==> config.mk <==
export PLATFORM = sky130hd
export DESIGN_NAME = pipe_skid_reg
export DESIGN_NICKNAME = d
export VERILOG_FILES = /design/src/rtl/pipe_pkg.sv /design/src/rtl/sat_counter.sv /design/src/rtl/pipe_skid_reg.sv
export SDC_FILE = /design/constraint.sdc
export NUM_CORES = 1
export LEC_CHECK = 0
export CAP_MARGIN = 20
export CORE_ASPECT_RATIO = 0.7
export CORE_UTILIZATION = 46
export CTS_CLUSTER_DIAMETER = 150
export CTS_CLUSTER_SIZE = 40
export DETAILED_ROUTE_END_ITERATION = 6
export MAX_ROUTING_LAYER = met4
export PLACE_DENSITY = 0.75
export SLEW_MARGIN = 20
export SYNTH_ARGS = -nofsm -noshare
export SYNTH_HDL_FRONTEND = slang
export SYNTH_HIERARCHICAL = 1
export SYNTH_SLANG_ARGS = --single-unit
==> constraint.sdc <==
create_clock -name clk -period 2.7 [get_ports clk]
set_clock_uncertainty 0.1 [all_clocks]
set_input_delay 0.54 -clock clk [delete_from_list [all_inputs] [get_ports clk]]
set_output_delay 0.54 -clock clk [all_outputs]
set_load 0.01 [all_outputs]
==> src/rtl/pipe_pkg.sv <==
// Shared definitions for the elastic pipeline register: entry-state encoding,
// the bubble instruction and the default post-reset PC.
package pipe_pkg;

  typedef enum logic [1:0] {
    ST_EMPTY = 2'd0,
    ST_ONE   = 2'd1,
    ST_TWO   = 2'd2
  } state_e;

  localparam logic [31:0] NOP_INSTR        = 32'h0;
  localparam logic [31:0] DEFAULT_RESET_PC = 32'h0000_3000;

endpackage

==> src/rtl/sat_counter.sv <==
// Saturating up-counter with enable and synchronous active-low clear;
// sticks at all-ones instead of wrapping.
module sat_counter #(
  parameter int CNT_W = 16
) (
  input  logic             clk,
  input  logic             clr_n,
  input  logic             en,
  output logic [CNT_W-1:0] count
);

  logic [CNT_W-1:0] cnt_q, cnt_d;

  always_comb begin
    cnt_d = cnt_q;
    if (en && (cnt_q != '1)) cnt_d = cnt_q + 1'b1;
  end

  always_ff @(posedge clk) begin
    if (!clr_n) cnt_q <= '0;
    else        cnt_q <= cnt_d;
  end

  assign count = cnt_q;

endmodule

==> src/rtl/pipe_skid_reg.sv <==
// Elastic pipeline register between two CPU stages: valid/ready handshake,
// two-entry skid buffer, flush-to-bubble and a saturating stall counter.
module pipe_skid_reg
  import pipe_pkg::*;
#(
  parameter int             PC_W      = 32,
  parameter int             PAYLOAD_W = 97,
  parameter logic [PC_W-1:0] RESET_PC = PC_W'(DEFAULT_RESET_PC),
  parameter int             CNT_W     = 16
) (
  input  logic                 clk,
  input  logic                 reset,
  input  logic                 in_valid,
  output logic                 in_ready,
  input  logic [PC_W-1:0]      in_pc,
  input  logic [31:0]          in_instr,
  input  logic [PAYLOAD_W-1:0] in_payload,
  input  logic                 flush,
  output logic                 out_valid,
  input  logic                 out_ready,
  output logic [PC_W-1:0]      out_pc,
  output logic [31:0]          out_instr,
  output logic [PAYLOAD_W-1:0] out_payload,
  output logic [CNT_W-1:0]     stall_cnt
);

  state_e                 state_q, state_d;
  logic [PC_W-1:0]        main_pc_q, main_pc_d, skid_pc_q, skid_pc_d;
  logic [31:0]            main_instr_q, main_instr_d, skid_instr_q, skid_instr_d;
  logic [PAYLOAD_W-1:0]   main_pl_q, main_pl_d, skid_pl_q, skid_pl_d;
  logic                   xfer_in, xfer_out;

  // in_ready looks only at the state register so it never combinationally
  // depends on downstream out_ready.
  assign in_ready  = reset & (state_q != ST_TWO);
  assign out_valid = (state_q != ST_EMPTY);
  assign xfer_in   = in_valid & in_ready;
  assign xfer_out  = out_valid & out_ready;

  always_comb begin
    state_d      = state_q;
    main_pc_d    = main_pc_q;
    main_instr_d = main_instr_q;
    main_pl_d    = main_pl_q;
    skid_pc_d    = skid_pc_q;
    skid_instr_d = skid_instr_q;
    skid_pl_d    = skid_pl_q;
    if (flush) begin
      // PC is kept so out_pc still shows the last beat during the bubble.
      state_d      = ST_EMPTY;
      main_instr_d = NOP_INSTR;
      main_pl_d    = '0;
      skid_instr_d = NOP_INSTR;
      skid_pl_d    = '0;
    end else begin
      unique case (state_q)
        ST_EMPTY: if (xfer_in) begin
          state_d      = ST_ONE;
          main_pc_d    = in_pc;
          main_instr_d = in_instr;
          main_pl_d    = in_payload;
        end
        ST_ONE: begin
          if (xfer_in && xfer_out) begin
            main_pc_d    = in_pc;
            main_instr_d = in_instr;
            main_pl_d    = in_payload;
          end else if (xfer_in) begin
            state_d      = ST_TWO;
            skid_pc_d    = in_pc;
            skid_instr_d = in_instr;
            skid_pl_d    = in_payload;
          end else if (xfer_out) begin
            state_d      = ST_EMPTY;
            main_instr_d = NOP_INSTR;
            main_pl_d    = '0;
          end
        end
        ST_TWO: if (xfer_out) begin
          state_d      = ST_ONE;
          main_pc_d    = skid_pc_q;
          main_instr_d = skid_instr_q;
          main_pl_d    = skid_pl_q;
        end
        default: state_d = ST_EMPTY;
      endcase
    end
  end

  always_ff @(posedge clk) begin
    if (!reset) begin
      state_q      <= ST_EMPTY;
      main_pc_q    <= RESET_PC;
      main_instr_q <= NOP_INSTR;
      main_pl_q    <= '0;
      skid_pc_q    <= '0;
      skid_instr_q <= NOP_INSTR;
      skid_pl_q    <= '0;
    end else begin
      state_q      <= state_d;
      main_pc_q    <= main_pc_d;
      main_instr_q <= main_instr_d;
      main_pl_q    <= main_pl_d;
      skid_pc_q    <= skid_pc_d;
      skid_instr_q <= skid_instr_d;
      skid_pl_q    <= skid_pl_d;
    end
  end

  assign out_pc      = main_pc_q;
  assign out_instr   = main_instr_q;
  assign out_payload = main_pl_q;

  sat_counter #(
    .CNT_W(CNT_W)
  ) u_stall_cnt (
    .clk  (clk),
    .clr_n(reset),
    .en   (out_valid & ~out_ready),
    .count(stall_cnt)
  );

endmodule

# Word-level counts from Yosys, hierarchy flattened
# Cells that the tools add are included.
# totals
in_bits	166
regBits	340
# op_classes
n_bitwise	8
n_eq_ne	11
n_mux	22
add_sub_neg	1
reduce_logical	11
# op_table
op	count
$mux W97	5
$pmux W97 S3	1
$mux W32	8
$pmux W32 S3	2
$add A16 B1 Y16 const B	1
$ne A16 B16 Y1 const B	1
$mux W2	5
$ne A2 B2 Y1 const B	5
$reduce_and A5 Y1	2
$ne A3 B3 Y1 const B	3
$reduce_and A4 Y1	2
$pmux W2 S3	1
$and A1 B1 Y1	4
$not A1 Y1	4
$reduce_and A3 Y1	1
$reduce_bool A3 Y1	1
$eq A2 B1 Y1 const B	1
$eq A2 B2 Y1 const B	1
$logic_and A1 B1 Y1	2
$logic_not A2 Y1	1
$reduce_bool A2 Y1	1
$reduce_or A2 Y1	1

# Depth between registers and ports, before layout
# Gate-level depths: netlist of run 1.
# logic_depth
depth_word	6
mapped_depth	9

# Hierarchy
# Netlist of run 1, hierarchy kept.
# by_module_without_submodules
module	cells_each	seq_area_each_um2	instances	area_each_um2
pipe_skid_reg	1474	6486.2	1	13389.1
sat_counter	97	320.3	1	837.1

# Worst setup path before layout of run 1
# OpenSTA, ideal clock, no wires.
# synth_path
path_kind	register to register
from	reg state_q[0]
to	reg main_instr_q[21], in the netlist out_instr[21]
path_slack_ns	0.702
setup_ns	0.120
t_arrival_ns	1.778
synth_period_minus_slack_ns	1.998
stages_incl_launch_ff	9
required_ns	2.480
n_path_buf	2
cell_sequence	dfxtp_1 -> inv_1 -> ha_1 -> or3_4 -> o22a_1 -> buf_2 -> buf_6 -> a221oi_2 -> nor2_1
# synth_between
elab_chain_len	6
# synth_lines
element	line_no	source
start, declared	pipe_skid_reg.sv:27	state_e state_q, state_d;
start signal, assigned	pipe_skid_reg.sv:100	state_q <= state_d;
$ne A2 B2 Y1	pipe_skid_reg.sv:35	assign in_ready = reset & (state_q != ST_TWO);
$and A1 B1 Y1	pipe_skid_reg.sv:35	
$and A1 B1 Y1	pipe_skid_reg.sv:37	assign xfer_in = in_valid & in_ready;
$logic_and A1 B1 Y1	pipe_skid_reg.sv:64	if (xfer_in && xfer_out) begin
$ne A3 B3 Y1 (no line) or $mux W32 (tied branches)	-	
$reduce_and A5 Y1 (no line) or $pmux W32 S3 (tied branches)	-	
end signal, assigned	pipe_skid_reg.sv:102	main_instr_q <= main_instr_d;
end, declared	pipe_skid_reg.sv:29	logic [31:0] main_instr_q, main_instr_d, skid_instr_q, skid_instr_d;
# Several ways; a longest one is shown, not always the timed one.
# A chain may end at the register's enable or synchronous reset.

# Final worst setup path of run 1
# layout_path
from	reg state_q[1]
to	out out_valid
# layout_between
elab_chain_len	1
# layout_lines
element	line_no	source
$reduce_bool A2 Y1	pipe_skid_reg.sv:36	assign out_valid = (state_q != ST_EMPTY);
end, declared	pipe_skid_reg.sv:19	output logic out_valid,
# No other way between the ends.

==> results of run 1 <==
==> repair_timing <==
action | in CTS | in global routing
setup buffers | 0 | 0
hold buffers | 0 | 0
pin swaps | 0 | 0
resized for setup | 1 | 1
setup endpoints to repair | 1 | 1
==> cell type report <==
class                           instances  area, µm²  area share
Tap cell                              412        515      0.0278
Clock inverter                          1       20.0     0.00108
Antenna cell                            3       7.51    0.000404
Clock buffer                           13        325      0.0175
Sequential cell                       340       6810       0.367
Timing Repair Buffer                  397       4160       0.224
Inverter                                7       26.3     0.00142
Multi-Input combinational cell       1081       6700       0.361
==> registers in the layout, indices dropped and copies added, names as in the netlist <==
register and count:
out_payload 97, out_pc 32, skid_pc_q 32, skid_pl_q 97, u_stall_cnt/count 16, state_q 2
skid_instr_q 32, out_instr 32
==> layer usage <==
layer,part of all wire,vias to the layer above,global-route usage
met2,0.45,440,0.400
met4,0.028,0,0.0736
met1,0.45,6182,0.353
met5,0,-,-
li1,-,6086,-
met3,0.072,69,0.0531
==> cell families (layout without fill, tap and decap cells) <==
family,Yosys count,count (layout),share of synthesized area
compound gates,484,484,0.274
xor+xnor,2,2,0.00123
fa+ha+maj,6,6,0.00528
buf+inv,150,418,0.0550
flops,340,340,0.478
mux,35,35,0.0246
other cells,0,3,0
simple gates,554,554,0.162
==> power by group <==
part / internal (µW) / switching (µW)
clock network: 897 / 1550
logic: 847 / 832
registers: 5190 / 101
==> path summary, 6_finish.rpt <==
check,start,to,slack (ps)
min reg2reg,skid_pc_q[22]$_SDFFE_PN0P_,skid_pc_q[22]$_SDFFE_PN0P_,360
max,state_q[1]$_SDFFE_PP0P_,out_valid,130
max reg2reg,state_q[1]$_SDFFE_PP0P_,out_payload[2]$_SDFFE_PP0P_,300
min,reset,u_stall_cnt/count[10]$_SDFFE_PN0P_,290
==> per-stage QoR <==
step | instances | utilization
after floorplan | 1571 | -
after global placement | 2237 | 0.602
final | 2254 | 0.614
after detailed placement | 2237 | 0.602
after global routing | 2254 | 0.614
after CTS | 2251 | 0.613
==> cells in the final DEF (no fill, tap or decap), types with 26 or more instances in the layout <==
cell type / count
o21ai_0: 114
mux2i_1: 35
a221oi_2: 110
o211a_1: 31
nand2_1: 336
nor2_1: 136
nand3_1: 37
buf_12: 26
clkdlybuf4s50_1: 343
buf_4: 27
a21oi_1: 140
dfxtp_1: 339
==> critical path, cell delays in order, from the launching register on <==
cell and delay [ps]:
dfxtp_1 430, inv_1 100, ha_1 270, inv_1 80
clkdlybuf4s50_1 520
==> results.py, run 1 <==
metrics = {
    "sta": {
        "tightestPinTransition_ps": 601,
        "fin_crit_ps": 2570,
        "tns_ps": 0,
        "hold_ws_ps": 292,
        "hold_violations": 0,
        "fmax_mhz": 389,
        "final.setup.worst_slack_ps": 128,
        "rsz0062_at_grt": "false",
        "post-route-period-util": 0.953,
        "drv_slew": 0,
        "finalSetupViolCount": 0,
        "slew_headroom": 0.594,
    },
    "detailed_routing": {
        "route.detailed.drc": 0,
        "vias": 12800,
        "drt_wl_total_um": 41600,
        "drt_iter0_markers": 1114,
        "viasPerCell": 5.67,
        "postRouteAntennaNets": 0,
        "drtPass1Iterations": 5,
        "wl_per_cell_um": 18.5,
    },
    "synthesis": {
        "ys_top_cells_by_count": "dfxtp_1, nand2_1, a21oi_1",
        "synth_ff_type": "dfxtp_1",
        "ys_ff_latch": 340,
        "avgSynthCellArea_um2": 9.06,
        "yosysWarnings": 6,
        "netlist.area_leader.share": 0.478,
        "netlist_area_um2": 14200,
        "syn-num-nets": 1743,
        "yosysMostFrequentCell": "dfxtp_1",
        "ys_types": 54,
        "synthArstFlopShare": 0,
        "synthCells": 1571,
        "synth_area_leader_cell": "dfxtp_1",
        "ys_top_cells_by_area": "dfxtp_1, a221oi_2, nand2_1",
        "seq_area_frac_synth": 0.478,
        "synth_edf_count": 0,
    },
    "setup_path": {
        "worst_setup_path_end_kind": "output pin",
        "crit_fanout": 7,
        "rr_worst_depth": 8,
        "critical_path_class": "register to output pin",
        "cp.required_ps": 2060,
        "arrival_ps": 1930,
        "cp-start-kind": "register",
    },
    "grt": {
        "grt_overflow": 0,
        "grt_pass1_wl_um": 65600,
        "grt.total_usage": 0.263,
        "grt_pass1_vias": 12400,
        "grt_start_max_net_pins": 90,
        "antenna_found_initial": 3,
    },
    "power": {
        "irDropWorstVdd_mv": 0.377,
        "p_total_uw": 9410,
        "powerDensity_nw_per_um2": 507,
        "leakagePower_uw": 0.00655,
    },
    "clock_network": {
        "path_clk_slew_ps": 150,
        "tritoncts": "built",
        "h-tree-depth": 1,
        "cts.sinks": 340,
        "clock_tree.root_cell": "clkbuf_16",
        "clockBufferDepth": 3,
        "numCtsBuffers": 12,
        "clk_latency_ps": 520,
    },
    "die": {
        "fp.dieH_um": 149,
        "initial_core_util": 0.470,
        "die_w_um": 212,
        "num_rows": 53,
        "core-area_um2": 30200,
        "dieArea_um2": 31600,
        "num_io_pins": 345,
    },
    "cells_and_area": {
        "stdcell_area_um2": 18600,
        "final_nets": 2011,
        "area_delta_synth_final_pct": 30.5,
        "drive_above_1_share": 0.108,
        "fillers": 2551,
    },
    "place": {
        "placed_cell_area_um2": 18200,
        "dp_hpwl_um": 27600,
        "place_congestion": 0.884,
        "pre_cts_ws_ps": 155,
        "io_buffer_count": 344,
    },
    "job": {
        "maxCapViolCount": 0,
    },
    "hold_path": {
        "hp-class": "primary input to register",
        "worstHoldPathCells": 2,
    },
    "status": {
        "status": "complete, no violations",
    },
}
(Power assumes the default switching activity.)
==> inputs of run 2 (changes only) <==
--- a/config.mk
+++ b/config.mk
@@ -13,7 +13,6 @@
 export DETAILED_ROUTE_END_ITERATION = 6
 export MAX_ROUTING_LAYER = met4
 export PLACE_DENSITY = 0.75
-export SLEW_MARGIN = 20
 export SYNTH_ARGS = -nofsm -noshare
 export SYNTH_HDL_FRONTEND = slang
 export SYNTH_HIERARCHICAL = 1
==> results of run 2 <==
The final DEF is identical to that of run 1; final timing and power are the same.
==> inputs of run 3 (changes only) <==
--- a/config.mk
+++ b/config.mk
@@ -5,6 +5,7 @@
 export SDC_FILE = /design/constraint.sdc
 export NUM_CORES = 1
 export LEC_CHECK = 0
+export ABC_AREA = 0
 export CAP_MARGIN = 20
 export CORE_ASPECT_RATIO = 0.7
 export CORE_UTILIZATION = 46
==> results of run 3 <==
The final DEF is identical to that of run 1; final timing and power are the same.
